<file path="config.mk">
export PLATFORM = sky130hd
export DESIGN_NAME = peripheral_dbg_soc_dii_packet_buffer_flat
export DESIGN_NICKNAME = d
export VERILOG_FILES = /design/src/rtl/peripheral_dbg_soc_dii_channel.sv /design/src/rtl/peripheral_dbg_soc_dii_packet_buffer_pkg.sv /design/src/rtl/peripheral_dbg_soc_dii_packet_buffer_if.sv /design/src/rtl/peripheral_dbg_soc_dii_packet_buffer_mem.sv /design/src/rtl/peripheral_dbg_soc_dii_packet_buffer.sv /design/src/flat_wrapper.sv
export SDC_FILE = /design/constraint.sdc
export NUM_CORES = 1
export LEC_CHECK = 0
export CORE_MARGIN = 3
export CORE_UTILIZATION = 36
export DETAILED_ROUTE_END_ITERATION = 10
export GPL_ROUTABILITY_DRIVEN = 0
export PLACE_DENSITY = 0.55
export REMOVE_ABC_BUFFERS = 1
export SYNTH_ARGS = -nofsm -noshare
export SYNTH_HDL_FRONTEND = slang
export SYNTH_SLANG_ARGS = --single-unit
</file>
<file path="constraint.sdc">
create_clock -name clk -period 4.5 [get_ports clk]
set_input_delay 0.9 -clock clk [delete_from_list [all_inputs] [get_ports clk]]
set_output_delay 0.9 -clock clk [all_outputs]
set_load 0.05 [all_outputs]
</file>
<file path="src/rtl/peripheral_dbg_soc_dii_channel.sv">
// Shared DII channel definitions: flit format used on the debug ring.
package peripheral_dbg_soc_dii_channel;

  typedef struct packed {
    logic        valid;
    logic        last;
    logic [15:0] data;
  } dii_flit;

endpackage

</file>
<file path="src/rtl/peripheral_dbg_soc_dii_packet_buffer_pkg.sv">
// Local definitions for the DII store-and-forward packet buffer.
package peripheral_dbg_soc_dii_packet_buffer_pkg;

  // One stored entry: {last, data[15:0]}
  localparam int unsigned ENTRY_W = 17;

  typedef enum logic {
    ST_ACCEPT = 1'b0,
    ST_DROP   = 1'b1
  } buf_state_e;

endpackage

</file>
<file path="src/rtl/peripheral_dbg_soc_dii_packet_buffer_if.sv">
// DII flit handshake: master drives flit, slave drives ready.
interface peripheral_dbg_soc_dii_packet_buffer_if;
  import peripheral_dbg_soc_dii_channel::*;

  dii_flit flit;
  logic    ready;

  modport master (output flit, input ready);
  modport slave  (input flit, output ready);

endinterface

</file>
<file path="src/rtl/peripheral_dbg_soc_dii_packet_buffer_mem.sv">
// Simple dual-port register array: synchronous write, asynchronous read.
module peripheral_dbg_soc_dii_packet_buffer_mem #(
  parameter int unsigned DEPTH = 16,
  parameter int unsigned WIDTH = 17
) (
  input  logic                     clk,
  input  logic                     wr_en,
  input  logic [$clog2(DEPTH)-1:0] wr_addr,
  input  logic [WIDTH-1:0]         wr_data,
  input  logic [$clog2(DEPTH)-1:0] rd_addr,
  output logic [WIDTH-1:0]         rd_data
);

  logic [WIDTH-1:0] mem [DEPTH];

  // Write port
  always_ff @(posedge clk) begin
    if (wr_en) mem[wr_addr] <= wr_data;
  end

  assign rd_data = mem[rd_addr];

endmodule

</file>
<file path="src/rtl/peripheral_dbg_soc_dii_packet_buffer.sv">
// Store-and-forward DII packet buffer: a packet is released to the ring
// only after its last flit is stored; packets larger than DEPTH are dropped.
module peripheral_dbg_soc_dii_packet_buffer
  import peripheral_dbg_soc_dii_packet_buffer_pkg::*;
#(
  parameter int unsigned DEPTH     = 16,
  parameter int unsigned CNT_WIDTH = 16
) (
  input  logic                                   clk,
  input  logic                                   rst,
  peripheral_dbg_soc_dii_packet_buffer_if.slave  in,
  peripheral_dbg_soc_dii_packet_buffer_if.master out,
  output logic [CNT_WIDTH-1:0]                   packet_count,
  output logic [CNT_WIDTH-1:0]                   drop_count
);

  localparam int unsigned PW = $clog2(DEPTH) + 1;
  localparam int unsigned AW = PW - 1;
  localparam logic [PW-1:0] DEPTH_PTR = PW'(DEPTH);

  buf_state_e state, state_next;

  logic [PW-1:0] rd_ptr, wr_commit, wr_spec;
  logic [PW-1:0] rd_ptr_next, wr_commit_next, wr_spec_next;

  logic               full, abort;
  logic               in_ready, in_xfer;
  logic               out_valid, out_xfer, pop_last;
  logic               wr_en, commit_pkt, drop_inc;
  logic [ENTRY_W-1:0] rd_data;

  // Full/abort use registered pointers only: a pop frees space next cycle
  assign full  = (wr_spec - rd_ptr) == DEPTH_PTR;
  assign abort = full && (rd_ptr == wr_commit);

  assign in_xfer   = in.flit.valid && in_ready;
  assign out_valid = (rd_ptr != wr_commit);
  assign out_xfer  = out_valid && out.ready;
  assign pop_last  = out_xfer && rd_data[16];

  peripheral_dbg_soc_dii_packet_buffer_mem #(
    .DEPTH (DEPTH),
    .WIDTH (ENTRY_W)
  ) u_mem (
    .clk     (clk),
    .wr_en   (wr_en),
    .wr_addr (wr_spec[AW-1:0]),
    .wr_data ({in.flit.last, in.flit.data}),
    .rd_addr (rd_ptr[AW-1:0]),
    .rd_data (rd_data)
  );

  // Output flit presented straight from the head of committed storage
  always_comb begin
    out.flit.valid = out_valid;
    out.flit.last  = rd_data[16];
    out.flit.data  = rd_data[15:0];
    in.ready       = in_ready;
  end

  // Next-state, write-pointer and handshake decode
  always_comb begin
    state_next     = state;
    wr_spec_next   = wr_spec;
    wr_commit_next = wr_commit;
    in_ready       = 1'b1;
    wr_en          = 1'b0;
    commit_pkt     = 1'b0;
    drop_inc       = 1'b0;
    unique case (state)
      ST_ACCEPT: begin
        // When the open packet alone fills the buffer, keep accepting so it
        // can be discarded rather than deadlocking the producer.
        in_ready = !full || abort;
        if (in_xfer) begin
          if (abort) begin
            wr_spec_next = wr_commit;
            drop_inc     = 1'b1;
            if (!in.flit.last) state_next = ST_DROP;
          end else begin
            wr_en        = 1'b1;
            wr_spec_next = wr_spec + PW'(1);
            if (in.flit.last) begin
              wr_commit_next = wr_spec + PW'(1);
              commit_pkt     = 1'b1;
            end
          end
        end
      end
      ST_DROP: begin
        if (in_xfer && in.flit.last) state_next = ST_ACCEPT;
      end
      default: state_next = ST_ACCEPT;
    endcase
  end

  assign rd_ptr_next = out_xfer ? rd_ptr + PW'(1) : rd_ptr;

  // State, pointer and counter registers
  always_ff @(posedge clk or negedge rst) begin
    if (!rst) begin
      state        <= ST_ACCEPT;
      rd_ptr       <= '0;
      wr_commit    <= '0;
      wr_spec      <= '0;
      packet_count <= '0;
      drop_count   <= '0;
    end else begin
      state     <= state_next;
      rd_ptr    <= rd_ptr_next;
      wr_commit <= wr_commit_next;
      wr_spec   <= wr_spec_next;
      unique case ({commit_pkt, pop_last})
        2'b10:   packet_count <= packet_count + CNT_WIDTH'(1);
        2'b01:   packet_count <= packet_count - CNT_WIDTH'(1);
        default: packet_count <= packet_count;
      endcase
      if (drop_inc && (drop_count != '1)) drop_count <= drop_count + CNT_WIDTH'(1);
    end
  end

endmodule

</file>
<file path="src/flat_wrapper.sv">
// flat-port wrapper written by rule: the top's interface ports become plain ports
module peripheral_dbg_soc_dii_packet_buffer_flat import peripheral_dbg_soc_dii_packet_buffer_pkg::*;
#(
  parameter int unsigned DEPTH     = 16,
  parameter int unsigned CNT_WIDTH = 16
)
  (clk, rst, packet_count, drop_count, in_flit, in_ready, out_flit, out_ready);
  peripheral_dbg_soc_dii_packet_buffer_if in_i ();
  peripheral_dbg_soc_dii_packet_buffer_if out_i ();
  input  logic clk;
  input  logic rst;
  output logic [CNT_WIDTH-1:0] packet_count;
  output logic [CNT_WIDTH-1:0] drop_count;
  input wire logic [$bits(in_i.flit)-1:0] in_flit;
  output wire logic [$bits(in_i.ready)-1:0] in_ready;
  output wire logic [$bits(out_i.flit)-1:0] out_flit;
  input wire logic [$bits(out_i.ready)-1:0] out_ready;
  assign in_i.flit = in_flit;
  assign in_ready = in_i.ready;
  assign out_flit = out_i.flit;
  assign out_i.ready = out_ready;
  peripheral_dbg_soc_dii_packet_buffer #(.DEPTH(DEPTH), .CNT_WIDTH(CNT_WIDTH)) u_core (.clk(clk), .rst(rst), .in(in_i), .out(out_i), .packet_count(packet_count), .drop_count(drop_count));
endmodule
</file>
* Word-level counts from Yosys, hierarchy flattened *
Memory sizes are Yosys's and may differ from the RTL's.
Index checks and enable logic that the tools add are counted.
Widths: inputs -> output; s select.

storage, ports and cells
  register bits after elaboration = 48
  memory bits (writable) = 272
  input bits = 21
  output and inout bits = 51
  logic and storage cells = 52
  memories = 1

memory list
  memory            depth  width  read ports  clocked after Yosys merged registers in  wr ports  line                                            source
  u_core.u_mem.mem  16     17     1           0                                        1         peripheral_dbg_soc_dii_packet_buffer_mem.sv:14  logic [WIDTH-1:0] mem [DEPTH];

cells by class
  add/subtract/negate cells = 6
  eq/ne operators = 6
  muxes and demuxes = 20
  bitwise operators = 2
  reductions and logical operators = 11

operators by type and width
  operator               count
  $add 16x1->16 const B  2
  $pmux 16 s2            1
  $mux 1                 17
  $ne 16x16->1 const B   1
  $sub 16x1->16 const B  1
  $add 5x1->5 const B    2
  $logic_and 1x1->1      6
  $eq 5x5->1             1
  $eq 5x5->1 const B     1
  $mux 5                 1
  $ne 5x5->1             1
  $sub 5x5->5            1
  $reduce_and 4->1       1
  $eq 2x1->1 const B     1
  $eq 2x2->1 const B     1
  $not 1->1              2
  $pmux 1 s2             1
  $reduce_and 2->1       1
  $reduce_bool 2->1      1
  $logic_not 1->1        1
  $logic_or 1x1->1       1

* Longest topological paths before layout *
  depth in word-level cells = 10
  gate-level depth with buffers = 17
  mapped depth without buffers = 14

* By module *
Synthesis repeated with hierarchy kept, for this count alone.

unflattened totals
  cells, all modules = 760
  area total of the unflattened synthesis = 13,375.3 um^2

modules (own cells, without submodules)
  module                                    instances  cells each  area each (um^2)  sequential area each (um^2)
  peripheral_dbg_soc_dii_packet_buffer_mem  1          441         10,297.4          8,167.8
  peripheral_dbg_soc_dii_packet_buffer      1          319         3,078.0           1,201.2

* Worst setup path before layout *
Ideal clock, no wire load.

  path kind = flip-flop to flip-flop
  from = register u_core.rd_ptr[1]
  to = register u_core.packet_count[10]
  arrival = 4,672 ps
  setup slack = -306 ps
  stages on the path, launching flop included = 18
  period minus slack after synthesis = 4,806 ps
  path through = dfrtp_1 > buf_2 > buf_1 > clkbuf_1 > inv_1 > ha_1 > or3b_1 > and3_1 > o2111ai_4 > nand3_2 > ha_1 > fa_1 > a211oi_1 > o21bai_1 > a2111oi_0 > nor3_1 > nor3b_1 > o41ai_1

on the way
  cells in the longest elaborated chain, start to end = 10
  elaborated cells between the ends (all ways) = 19
  classes of those cells = add/sub: 1; eq/ne: 5; mux: 5; reduce/logical: 7; memory: 1

ends and longest elaborated chain
  element                                               line                                                                                    source
  start: declaration                                    peripheral_dbg_soc_dii_packet_buffer.sv:23                                              logic [PW-1:0] rd_ptr, wr_commit, wr_spec;
  start signal: assignment                              peripheral_dbg_soc_dii_packet_buffer.sv:110                                             rd_ptr <= rd_ptr_next;
  $sub 5x5->5                                           peripheral_dbg_soc_dii_packet_buffer.sv:33                                              assign full = (wr_spec - rd_ptr) == DEPTH_PTR;
  $eq 5x5->1                                            peripheral_dbg_soc_dii_packet_buffer.sv:33
  $logic_not 1->1 or $logic_and 1x1->1 (tied branches)  peripheral_dbg_soc_dii_packet_buffer.sv:74, peripheral_dbg_soc_dii_packet_buffer.sv:34
  $logic_or 1x1->1                                      peripheral_dbg_soc_dii_packet_buffer.sv:74                                              in_ready = !full || abort;
  $mux 1                                                peripheral_dbg_soc_dii_packet_buffer.sv:70                                              unique case (state)
  $logic_and 1x1->1                                     peripheral_dbg_soc_dii_packet_buffer.sv:36                                              assign in_xfer = in.flit.valid && in_ready;
  $mux 1                                                peripheral_dbg_soc_dii_packet_buffer.sv:75                                              if (in_xfer) begin
  $mux 1                                                peripheral_dbg_soc_dii_packet_buffer.sv:70
  $eq 2x1->1 or $eq 2x2->1 (tied branches)              peripheral_dbg_soc_dii_packet_buffer.sv:113                                             unique case ({commit_pkt, pop_last})
  $pmux 16 s2 or $reduce_bool 2->1 (tied branches)      n/a
  end signal: assignment                                peripheral_dbg_soc_dii_packet_buffer.sv:114                                             2'b10: packet_count <= packet_count + CNT_WIDTH'(1);
  end signal: assignment                                peripheral_dbg_soc_dii_packet_buffer.sv:115                                             2'b01: packet_count <= packet_count - CNT_WIDTH'(1);
  end signal: assignment                                peripheral_dbg_soc_dii_packet_buffer.sv:116                                             default: packet_count <= packet_count;
  end: declaration                                      peripheral_dbg_soc_dii_packet_buffer.sv:13                                              output logic [CNT_WIDTH-1:0] packet_count,

Several ways; a longest one is shown, not always the timed one.
A chain may end at the register's enable or synchronous reset.

* Worst setup path after layout *
  from = register u_core.rd_ptr[0]
  to = output out_flit[0]

on the way
  cells in the longest elaborated chain, start to end = 1

ends and longest elaborated chain
  element           line                source
  $mem_v2 16x17     n/a
  end: declaration  flat_wrapper.sv:16  output wire logic [$bits(out_i.flit)-1:0] out_flit;

Every way passes these cells.

==> flow_summary.toml <==
[yosys]
synth_edf_count = 272
synth_warnings = 0
netlist_instances = 740
avgSynthCellArea_um2 = 18.25
yosysSeqAreaShare_pct = 69.36
yosysUniqueCellTypes = 58
yosys_register_bits = 320
syn_area_um2 = 13510
synthFlopType = "edfxtp_1"
async_reset_ff_share_pct = 15.00

[layout]
drive_above_1_share_pct = 22.58
syn2layout_area_growth_pct = 19.62
diodes = 0
mostFrequentLayoutCell = "edfxtp_1"
final_util_pct = 43.93
finalNetCount = 899
fin_area_um2 = 16160
final_cell_mix = "edfxtp_1, mux4_2, clkdlybuf4s50_1"

[critical_path]
cpPeakStageDelay_ns = 0.72
cpMostUsedCell = "mux4_2"
crit_chain = "buf_6 -> mux4_2 -> mux4_2 -> clkdlybuf4s50_1"
cp-end-kind = "primary output"
criticalPathCategory = "reg -> out"
required_ns = 3.60
arrival_ns = 3.36
crit_path_max_fanout = 36
slowest_stage = "clkdlybuf4s50_1"
cp_num_buf_inv = 2
worstSetupStartpointType = "flop"
cpLargestDelayFamily = "buffers and inverters"

[grt]
track_usage_pct = 15.30
grt_pass1_vias = 7503
grt_antenna_before_repair = 0
grt_max_degree = 41
grt_pass1_wl_um = 45780
overflow = 0

[place]
dp_hpwl_um = 17140
place_area_um2 = 14970
io_buffers = 71

[run_status]
status = "completed"

[timing]
worst_pin_slew_ns = 0.8530
slew_headroom_pct = 43.14
setup_viol = 0
fin_tns_setup_ns = 0
period_needed_ns = 4.258
final_hold_viol_count = 0
post-route-period-util_pct = 94.62
drv_slew = 0
max_freq_mhz = 234.9
clock-skew-final_ns = 0.02183
rsz0062_at_grt = "false"

[detailed_routing]
drtIter0Drc = 466
drc = 0
vias = 7021
drt-total-wl_um = 29450
routedWlPerCell_um = 21.90
first_pass_iters = 5
postRouteAntennaNets = 0
viasPerCell = 5.220

[power_and_ir_drop]
powerDensity_nw_per_um2 = 707.9
intPower_w = 0.007393
clockPowerShare_pct = 25.6
p_comb_share_pct = 40.5
ir_drop_uv = 490.7
sw_frac_of_total_pct = 35.36
switchingPower_w = 0.004045
seqPwrFrac_pct = 33.9
power_leakage_nw = 5.574

[hold_path]
min_path_type = "reg -> reg"

[run]
maxCapViolCount = 0

[cts]
clk_pin_slew_ns = 0.06
cts_setup_buffers = 0
clockRootBuffer = "clkbuf_16"
cts-htree-levels = 2
cts_buffers = 35
cts_tree = "yes"
cts_hold_buf = 0
insertion_delay_ns = 0.51
clkSinkCount = 320
clock_path_buffers = 3

[floorplanning]
die_x_um = 199.7
start_util_pct = 36.72
die_h_um = 199.7
fp.coreArea_um2 = 36790
die_area_um2 = 39880
io_pins = 72
fp-row-count = 70
cell type report:
cell class              count  area (um^2)
inverters                  12        45.04
multi-input cells         376         3954
flip-flops and latches    320         9376
repair buffers            107         1018
well taps                 468        585.6
fillers                  3247        20630
clock buffers              41        908.4
clock inverters            21        270.3
state kept, by name, summed over array words and instances (netlist names):
name,flops
u_core.u_mem.mem,272
u_core.drop_count,16
u_core.packet_count,16
u_core.rd_ptr,5
u_core.wr_commit,5
u_core.wr_spec,5
u_core.state,1
layer usage:
metal	track usage, %	vias to the layer above	wire, um
met5	0	-	0
met4	3.231	0	445
met3	2.799	30	1267
met2	24.95	146	14080
met1	21.77	3644	13660
li1	-	3201	-
per-stage QoR:
step	worst slack [ns]	power (W)	cells	hold WS, ns
after floorplan	-2.109	0.007273	708	0.4916
final	0.2423	0.01144	1345	0.4693
after global routing	0.05968	0.01210	1345	0.5029
after CTS	0.08873	0.01159	1345	0.4770
after detailed placement	0.2498	0.008617	1283	0.4648
after global placement	0.2604	0.008612	1283	0.4670
power by group through the flow:
stage               logic [W]  registers [W]  clock network [W]
floorplan             0.00294        0.00434                  0
global placement      0.00468        0.00393                  0
detailed placement    0.00469        0.00393                  0
CTS                   0.00470        0.00388            0.00301
global route          0.00504        0.00392            0.00314
finish                0.00464        0.00387            0.00293
cell usage after synthesis (10+ instances only):
master / count / share of area [%]
nor2_1: 34 / 0.94
and2_1: 16 / 0.74
mux4_2: 85 / 14
a21oi_1: 16 / 0.59
xor2_1: 22 / 1.4
nor3_1: 12 / 0.44
clkbuf_1: 15 / 0.42
o21ai_0: 26 / 0.96
nand2_1: 35 / 0.97
ha_1: 25 / 2.3
buf_2: 10 / 0.37
xnor2_1: 14 / 0.91
edfxtp_1: 272 / 60
nand4_1: 11 / 0.51
inv_1: 10 / 0.28
dfrtp_1: 48 / 8.9
nand3_1: 13 / 0.48
worst register-to-register path, cell delays in order, from the launching register on:
cell and delay (ns):
dfrtp_4 0.55, mux4_2 0.54, mux4_2 0.53, and3_1 0.20, ha_1 0.33, fa_1 0.49
a211oi_2 0.30, o21bai_1 0.13, a2111oi_1 0.51, nor3_1 0.11, nor3b_1 0.20, o41ai_1 0.08
final timing paths:
kind | startpoint | endpoint | slack, ns | cells after the start
worst min register to register | u_core.packet_count[15] | u_core.packet_count[15] | 0.47 | 1
worst min-delay path | u_core.packet_count[15] | u_core.packet_count[15] | 0.47 | 1
max in group asynchronous | rst | u_core.wr_commit[1] | 3.26 | 2
min in group asynchronous | rst | u_core.wr_commit[4] | 0.51 | 1
worst max register to register | u_core.rd_ptr[0] | u_core.packet_count[10] | 0.41 | 11
worst max-delay path | u_core.rd_ptr[0] | out_flit[0] | 0.24 | 4
repair_timing:
item                       CTS  global route
gates resized for setup      1             3
setup endpoints to repair    3             3
cloned                       0             0
kinds of logic after synthesis:
family | share of synthesized area (%)
AOI/OAI and AO/OA | 3.872
xor gates and xnor gates | 2.510
adders and majority gates | 2.464
buffers and inverters | 1.454
DFF | 69.36
muxes | 14.45
and+or+nand+nor | 5.891
Note: power is estimated with default switching activity, not from simulation.
